<file path="src/rtl/ls_unit_if.sv">
// ---------------------------------------------------------------------------
// ls_if : bundle of every ls_unit signal except clk/rst.
//
// Port summary
//   req_*          issue-stage request channel (store/load op, address, data, tag)
//   commit_store   ROB retires the oldest uncommitted store
//   flush          squash all uncommitted stores
//   mem_*          single-port data memory (read data valid the cycle after mem_en)
//   ld_*           tagged load result to writeback (one-cycle pulse)
//   sq_full/empty  store-queue status
//
// Modports
//   master : issue stage / ROB / memory side (the testbench drives this side)
//   slave  : ls_unit
//
// Handshake: a request transfers on a posedge where req_valid && req_ready
// are both 1. req_ready may depend combinationally on req_is_store/req_addr
// and flush; the master holds req_* stable until the transfer happens.
// ld_valid is a one-cycle pulse with no back-pressure.
// ---------------------------------------------------------------------------
interface ls_if #(
   parameter int TAG_W = 6
);
   logic             req_valid;
   logic             req_ready;
   logic             req_is_store;
   logic [31:0]      req_addr;
   logic [31:0]      req_data;
   logic [TAG_W-1:0] req_tag;
   logic             commit_store;
   logic             flush;
   logic             mem_en;
   logic             mem_we;
   logic [13:0]      mem_addr;
   logic [31:0]      mem_wdata;
   logic [31:0]      mem_rdata;
   logic             ld_valid;
   logic [31:0]      ld_data;
   logic [TAG_W-1:0] ld_tag;
   logic             sq_full;
   logic             sq_empty;

   modport master (
      output req_valid, req_is_store, req_addr, req_data, req_tag,
             commit_store, flush, mem_rdata,
      input  req_ready, mem_en, mem_we, mem_addr, mem_wdata,
             ld_valid, ld_data, ld_tag, sq_full, sq_empty
   );

   modport slave (
      input  req_valid, req_is_store, req_addr, req_data, req_tag,
             commit_store, flush, mem_rdata,
      output req_ready, mem_en, mem_we, mem_addr, mem_wdata,
             ld_valid, ld_data, ld_tag, sq_full, sq_empty
   );
endinterface

</file>
<file path="src/rtl/ls_unit.sv">
// ---------------------------------------------------------------------------
// ls_unit : load/store unit in front of the single-port data memory.
//
// Stores wait in an in-order circular store queue (head / commit / tail
// pointers, each with an extra wrap bit). Entries in [head, commit) are
// committed and drain to memory; entries in [commit, tail) are speculative
// and are discarded by flush. Loads go to memory, or are forwarded from the
// youngest matching queue entry, and return one cycle after acceptance.
//
// Ports
//   clk   : clock, all state on posedge
//   rst   : synchronous active-high reset
//   bus   : ls_if.slave (request, commit/flush, memory, load result, status)
//
// Parameters
//   SQ_DEPTH : store-queue entries (power of 2, >= 2)
//   TAG_W    : load destination tag width (must match the interface)
//
// Build option
//   LSU_FWD_EN defined   : store-to-load forwarding from the queue.
//   LSU_FWD_EN undefined : a load matching any queued store is held off
//                          (req_ready=0) until no matching entry remains.
// ---------------------------------------------------------------------------
module ls_unit #(
   parameter int SQ_DEPTH = 4,
   parameter int TAG_W    = 6
) (
   input  logic clk,
   input  logic rst,
   ls_if.slave  bus
);
   localparam int AW = $clog2(SQ_DEPTH);
   typedef logic [AW:0] ptr_t;

   // queue storage; validity is defined purely by the pointers
   logic [13:0] sq_addr [SQ_DEPTH];
   logic [31:0] sq_data [SQ_DEPTH];

   ptr_t head, cmt, tail;
   ptr_t head_next, cmt_next, tail_next;
   ptr_t count;

   logic full, empty, head_cmt, drain_urgent;
   logic [13:0] req_waddr;
   logic [AW-1:0] head_idx, tail_idx, scan_idx, match_idx;
   logic match_any, fwd_hit, ld_block;
   logic st_acc, ld_acc, drain;

   // load response state
   logic             ld_pend_q;
   logic             fwd_q;
   logic [31:0]      fwd_data_q;
   logic [TAG_W-1:0] ld_tag_q;

   // only the word address inside the 64 KiB window is meaningful
   logic unused_addr_bits;
   assign unused_addr_bits = ^{bus.req_addr[31:16], bus.req_addr[1:0]};

   assign req_waddr = bus.req_addr[15:2];
   assign head_idx  = head[AW-1:0];
   assign tail_idx  = tail[AW-1:0];
   assign count     = tail - head;
   assign full      = (tail_idx == head_idx) && (tail[AW] != head[AW]);
   assign empty     = (tail == head);
   assign head_cmt  = (cmt != head);
   // full queue whose oldest entry may already leave: give the port to the drain
   assign drain_urgent = full && head_cmt;

   // Youngest matching entry: scan oldest to youngest, later hits override.
   // Only entries already in the queue are searched, so a store enqueued
   // in the same cycle is invisible to the load.
   always_comb begin
      match_any = 1'b0;
      match_idx = '0;
      scan_idx  = '0;
      for (int k = 0; k < SQ_DEPTH; k++) begin
         scan_idx = head_idx + AW'(k);
         if ((ptr_t'(k) < count) && (sq_addr[scan_idx] == req_waddr)) begin
            match_any = 1'b1;
            match_idx = scan_idx;
         end
      end
   end

   // handshake, memory port arbitration and pointer next-state
   always_comb begin
`ifdef LSU_FWD_EN
      fwd_hit  = match_any;
      ld_block = 1'b0;
`else
      fwd_hit  = 1'b0;
      ld_block = match_any;
`endif
      bus.req_ready = 1'b0;
      bus.mem_en    = 1'b0;
      bus.mem_we    = 1'b0;
      bus.mem_addr  = '0;
      bus.mem_wdata = '0;
      drain         = 1'b0;

      if (rst || bus.flush) begin
         bus.req_ready = 1'b0;
      end else if (bus.req_is_store) begin
         // no enqueue while full, even if the head drains this cycle
         bus.req_ready = !full;
      end else begin
         bus.req_ready = !drain_urgent && !ld_block;
      end

      st_acc = bus.req_valid && bus.req_ready && bus.req_is_store;
      ld_acc = bus.req_valid && bus.req_ready && !bus.req_is_store;

      // a memory-path load owns the port; otherwise drain the committed head
      if (ld_acc && !fwd_hit) begin
         bus.mem_en   = 1'b1;
         bus.mem_addr = req_waddr;
      end else if (head_cmt && !rst) begin
         bus.mem_we    = 1'b1;
         bus.mem_addr  = sq_addr[head_idx];
         bus.mem_wdata = sq_data[head_idx];
         drain         = 1'b1;
      end

      head_next = head + ptr_t'(drain);
      cmt_next  = (bus.commit_store && (cmt != tail)) ? cmt + ptr_t'(1) : cmt;
      // flush sees the commit pointer after this cycle's commit_store
      tail_next = bus.flush ? cmt_next : tail + ptr_t'(st_acc);
   end

   always_ff @(posedge clk) begin
      if (rst) begin
         head       <= '0;
         cmt        <= '0;
         tail       <= '0;
         ld_pend_q  <= 1'b0;
         fwd_q      <= 1'b0;
         fwd_data_q <= '0;
         ld_tag_q   <= '0;
      end else begin
         head      <= head_next;
         cmt       <= cmt_next;
         tail      <= tail_next;
         ld_pend_q <= ld_acc;
         if (ld_acc) begin
            fwd_q      <= fwd_hit;
            fwd_data_q <= sq_data[match_idx];
            ld_tag_q   <= bus.req_tag;
         end
      end
   end

   always_ff @(posedge clk) begin
      if (st_acc) begin
         sq_addr[tail_idx] <= req_waddr;
         sq_data[tail_idx] <= bus.req_data;
      end
   end

   // memory read data is passed straight through in the response cycle
   assign bus.ld_valid = ld_pend_q;
   assign bus.ld_data  = !ld_pend_q ? 32'h0 : (fwd_q ? fwd_data_q : bus.mem_rdata);
   assign bus.ld_tag   = ld_pend_q ? ld_tag_q : '0;
   assign bus.sq_full  = full;
   assign bus.sq_empty = empty;
endmodule

</file>
<file path="src/flat_wrapper.sv">
// flat-port wrapper written by rule: the top's interface ports become plain ports
module ls_unit_flat 
#(
   parameter int SQ_DEPTH = 4,
   parameter int TAG_W    = 6
)
  (clk, rst, bus_req_valid, bus_req_is_store, bus_req_addr, bus_req_data, bus_req_tag, bus_commit_store, bus_flush, bus_mem_rdata, bus_req_ready, bus_mem_en, bus_mem_we, bus_mem_addr, bus_mem_wdata, bus_ld_valid, bus_ld_data, bus_ld_tag, bus_sq_full, bus_sq_empty);
  ls_if #(.TAG_W(TAG_W)) bus_i ();
  input  logic clk;
  input  logic rst;
  input wire logic [$bits(bus_i.req_valid)-1:0] bus_req_valid;
  input wire logic [$bits(bus_i.req_is_store)-1:0] bus_req_is_store;
  input wire logic [$bits(bus_i.req_addr)-1:0] bus_req_addr;
  input wire logic [$bits(bus_i.req_data)-1:0] bus_req_data;
  input wire logic [$bits(bus_i.req_tag)-1:0] bus_req_tag;
  input wire logic [$bits(bus_i.commit_store)-1:0] bus_commit_store;
  input wire logic [$bits(bus_i.flush)-1:0] bus_flush;
  input wire logic [$bits(bus_i.mem_rdata)-1:0] bus_mem_rdata;
  output wire logic [$bits(bus_i.req_ready)-1:0] bus_req_ready;
  output wire logic [$bits(bus_i.mem_en)-1:0] bus_mem_en;
  output wire logic [$bits(bus_i.mem_we)-1:0] bus_mem_we;
  output wire logic [$bits(bus_i.mem_addr)-1:0] bus_mem_addr;
  output wire logic [$bits(bus_i.mem_wdata)-1:0] bus_mem_wdata;
  output wire logic [$bits(bus_i.ld_valid)-1:0] bus_ld_valid;
  output wire logic [$bits(bus_i.ld_data)-1:0] bus_ld_data;
  output wire logic [$bits(bus_i.ld_tag)-1:0] bus_ld_tag;
  output wire logic [$bits(bus_i.sq_full)-1:0] bus_sq_full;
  output wire logic [$bits(bus_i.sq_empty)-1:0] bus_sq_empty;
  assign bus_i.req_valid = bus_req_valid;
  assign bus_i.req_is_store = bus_req_is_store;
  assign bus_i.req_addr = bus_req_addr;
  assign bus_i.req_data = bus_req_data;
  assign bus_i.req_tag = bus_req_tag;
  assign bus_i.commit_store = bus_commit_store;
  assign bus_i.flush = bus_flush;
  assign bus_i.mem_rdata = bus_mem_rdata;
  assign bus_req_ready = bus_i.req_ready;
  assign bus_mem_en = bus_i.mem_en;
  assign bus_mem_we = bus_i.mem_we;
  assign bus_mem_addr = bus_i.mem_addr;
  assign bus_mem_wdata = bus_i.mem_wdata;
  assign bus_ld_valid = bus_i.ld_valid;
  assign bus_ld_data = bus_i.ld_data;
  assign bus_ld_tag = bus_i.ld_tag;
  assign bus_sq_full = bus_i.sq_full;
  assign bus_sq_empty = bus_i.sq_empty;
  ls_unit #(.SQ_DEPTH(SQ_DEPTH), .TAG_W(TAG_W)) u_core (.clk(clk), .rst(rst), .bus(bus_i));
endmodule
</file>
<file path="config.mk">
export PLATFORM = sky130hd
export DESIGN_NAME = ls_unit_flat
export DESIGN_NICKNAME = d
export VERILOG_FILES = /design/src/rtl/ls_unit_if.sv /design/src/rtl/ls_unit.sv /design/src/flat_wrapper.sv
export SDC_FILE = /design/constraint.sdc
export NUM_CORES = 1
export LEC_CHECK = 0
export BUFFER_PORTS_ARGS = -buffer_cell sky130_fd_sc_hd__buf_4
export CORE_AREA = 5 5 148 150
export DETAILED_ROUTE_END_ITERATION = 8
export DIE_AREA = 0 0 153 155
export GPL_TIMING_DRIVEN = 0
export PLACE_DENSITY = 0.72
export SLEW_MARGIN = 10
export SYNTH_ARGS = -nofsm -noshare
export SYNTH_HDL_FRONTEND = slang
export SYNTH_SLANG_ARGS = --single-unit
</file>
<file path="constraint.sdc">
create_clock -name clk -period 8.8 [get_ports clk]
set_clock_uncertainty 0.05 [all_clocks]
set_input_delay 0.44 -clock clk [delete_from_list [all_inputs] [get_ports clk]]
set_output_delay 0.44 -clock clk [all_outputs]
set_load 0.02 [all_outputs]
</file>
==> results.sh <==
export IMPL_status="completed"
export IMPL_cts_tree="yes"
export IMPL_wl_per_cell_um=21.4
export IMPL_fp_row_count=53
export IMPL_relSlewSlack=0.401
export IMPL_multi_input_area_um2=3820
export IMPL_post_route_period_util=0.687
export IMPL_crit_slowest_cell="a2111oi_0"
export IMPL_viasPerCell=5.56
export IMPL_cts_buffer_depth=2
export IMPL_finalCoreUtilization=0.601
export IMPL_post_place_cells=1139
export IMPL_layout_drive_gt1_share=0.345
export IMPL_drc=0
export IMPL_grt_pass1_vias=6883
export IMPL_synth_area_um2=9980
export IMPL_regArea_um2=5850
export IMPL_ios=198
export IMPL_syn_num_nets=790
export IMPL_cp_num_buf_inv=9
export IMPL_gp_congestion=0.975
export IMPL_p_leak_nw=4.59
export IMPL_syn2layout_area_growth_pct=23.9
export IMPL_final_area_um2=12400
export IMPL_numCtsBuffers=17
export IMPL_path_class="flip-flop to output port"
export IMPL_dr_pass1_iters=5
export IMPL_final_instance_count_excl_fill=1170
export IMPL_dp_slack_ps=3240
export IMPL_hold_start="bus_req_data[3]"
export IMPL_hp_class="input pin to flip-flop"
export IMPL_fin_nets=999
export IMPL_period_minus_slack_ps=6040
export IMPL_worstSkewPairLatency_ps=430
export IMPL_synth_top_area_share=0.554
export IMPL_startpoint="u_core.head[1]"
export IMPL_power_density_nw_per_um2=227
export IMPL_htree_levels=4
export IMPL_port_buffers=179
export IMPL_track_usage=0.212
export IMPL_diodes=0
export IMPL_ir_worst_vdd_mv=0.151
export IMPL_die_area_um2=23700
export IMPL_synthTopCellsByCount="edfxtp_1, and2_1, mux2i_1, mux4_2, xnor2_1"
export IMPL_antenna_left=0
export IMPL_async_flop_share=0
export IMPL_synth_area_leaders="edfxtp_1, mux4_2, mux2i_1, and2_1, xnor2_1"
export IMPL_critPathTopFamily="buffers and inverters"
export IMPL_core_area_um2=20600
export IMPL_postSynthCellCount=674
export IMPL_tightest_slew_ps=898
export IMPL_grt_max_degree=47
export IMPL_critPathCaptureType="output port"
export IMPL_ys_seq_area_frac=0.586
export IMPL_ys_types=50
export IMPL_die_w_um=153
export IMPL_setup_violations=0
export IMPL_synth_edff_count=184
export IMPL_post_cts_buffers=0
export IMPL_ys_ff_latch=200
export IMPL_setup_ws_ps=2760
export IMPL_clkSlewWorstSetupHoldPaths_ps=80
export IMPL_yosysMostFrequentCell="edfxtp_1"
export IMPL_dpl_cell_area_um2=11800
export IMPL_wirelength_um=25100
export IMPL_ys_flop_type="edfxtp_1"
export IMPL_syn_avg_cell_area_um2=14.8
export IMPL_hold_viol=0
export IMPL_slowest_delay_ps=600
export IMPL_cts_resized=0
export IMPL_report_final_slew_viol_count=0
export IMPL_via_count=6500
export IMPL_cap_violations=0
export IMPL_ys_warn_count=0
export IMPL_whs_ps=152
export IMPL_cp_data_required_time_ps=8310
export IMPL_fill_cells=1617
export IMPL_synth_area_leader_cell="edfxtp_1"
export IMPL_start_kind="flip-flop"
export IMPL_max_freq_ghz=0.166
export IMPL_dp_hpwl_um=18200
export IMPL_cts_root_buf="clkbuf_16"
export IMPL_worstPathCellList="buf_4 > buf_6 > buf_6 > buf_2 > buf_1 > inv_1 > fa_1 > xnor3_1 > nor2_1 > a2111oi_0 > or4b_1 > and3_1 > buf_6 > nand2_4 > buf_6 > mux2_1 > buf_4"
export IMPL_crit_arrival_ps=5550
export IMPL_grt_overflow=0
export IMPL_initial_core_util=0.485
export IMPL_grt_antenna_before_repair=0
export IMPL_first_iter_violations=444
export IMPL_cpMostUsedCell="buf_6"
export IMPL_crit_fanout=10
export IMPL_clock_sinks=200
export IMPL_worstReg2RegStart="u_core.head[1]"
export IMPL_grt_pass1_wl_um=38700
export IMPL_holdBufCountCts=0
export IMPL_die_height_um=155
export IMPL_rsz0062_at_grt="false"
-- metrics by stage --
stage	TNS [ps]	power, mW
after floorplan	0	1.74
after global placement	-25450	2.07
after detailed placement	0	2.08
after CTS	0	2.83
after global routing	0	2.94
final	0	2.81
-- layout by cell type (no fill, tap or decap), types with 3 or more instances in the layout --
cell,count
buf_4,194
edfxtp_1,184
and2_1,74
mux2i_1,70
mux4_2,42
xnor2_1,39
xor2_1,28
nor2_1,24
clkbuf_1,22
clkbuf_16,17
dfxtp_1,16
mux2_2,15
nand3_1,14
a21oi_1,13
inv_1,12
buf_6,11
o21ai_0,10
buf_2,8
nand2_1,8
and3_1,8
nor3_1,7
ha_1,7
nor4_1,5
buf_1,4
a2111oi_0,4
a31o_1,4
inv_8,4
a221oi_1,3
nand4_1,3
o22a_1,3
clkinv_8,3
-- layout make-up --
| class | instances | area share |
|---|---|---|
| Sequential cell | 200 | 0.473 |
| Tap cell | 275 | 0.0278 |
| Inverter | 13 | 0.00395 |
| Clock inverter | 13 | 0.0112 |
| Multi-Input combinational cell | 412 | 0.309 |
| Timing Repair Buffer | 190 | 0.117 |
| Buffer | 49 | 0.0230 |
| Clock buffer | 18 | 0.0347 |
-- worst register-to-register path: stages, from the launching register on --
cell and delay, ps:
dfxtp_1 330, buf_4 180, buf_6 200, buf_6 230, buf_2 340, buf_1 510, inv_1 170, fa_1 440
xnor3_1 300, nor2_1 90, a2111oi_0 600, or4b_1 530, and3_1 220, buf_6 140, a21oi_4 220, buf_4 220
ha_1 160, ha_1 150, xnor2_1 120, nor2_1 50
-- registers in the layout, summed over array words and instances, names as in the netlist --
signal / count
u_core.cmt: 3
u_core.sq_data: 128
u_core.ld_tag_q: 6
u_core.tail: 3
u_core.sq_addr: 56
u_core.head: 3
u_core.bus.ld_valid: 1
-- worst paths after layout --
check,cells after the start,slack [ps],end
worst max-delay path,17,2760,bus_mem_addr[11]
worst min register to register,2,430,u_core.ld_tag_q[2]
worst min-delay path,1,150,u_core.sq_data[3][3]
worst max register to register,19,3410,u_core.head[2]
-- cells by family (layout without fill, tap and decap cells) --
logic type / count (synthesis) / after routing / synth area share
multiplexers: 128 / 128 / 0.183
adder cells (fa/ha/maj): 8 / 8 / 0.0108
buffers and inverters: 62 / 283 / 0.0334
flip-flops: 200 / 200 / 0.586
XOR/XNOR: 68 / 68 / 0.0611
AO/OA/AOI/OAI: 53 / 53 / 0.0380
AND/OR/NAND/NOR: 155 / 155 / 0.0878
-- per-layer routing --
| layer | GRT usage | up-vias | routed length [µm] |
|---|---|---|---|
| met2 | 0.359 | 266 | 12400 |
| met1 | 0.268 | 3233 | 10300 |
| li1 | - | 2967 | - |
| met3 | 0.0615 | 34 | 1840 |
| met5 | 0 | - | 0 |
| met4 | 0.0645 | 0 | 551 |
-- power by group --
part,switching (mW),internal [mW],total [mW]
sequential,0.0169,1.06,1.08
combinational,0.533,0.447,0.980
clock,0.373,0.376,0.749
total,0.923,1.88,2.81
(Power assumes the default switching activity.)
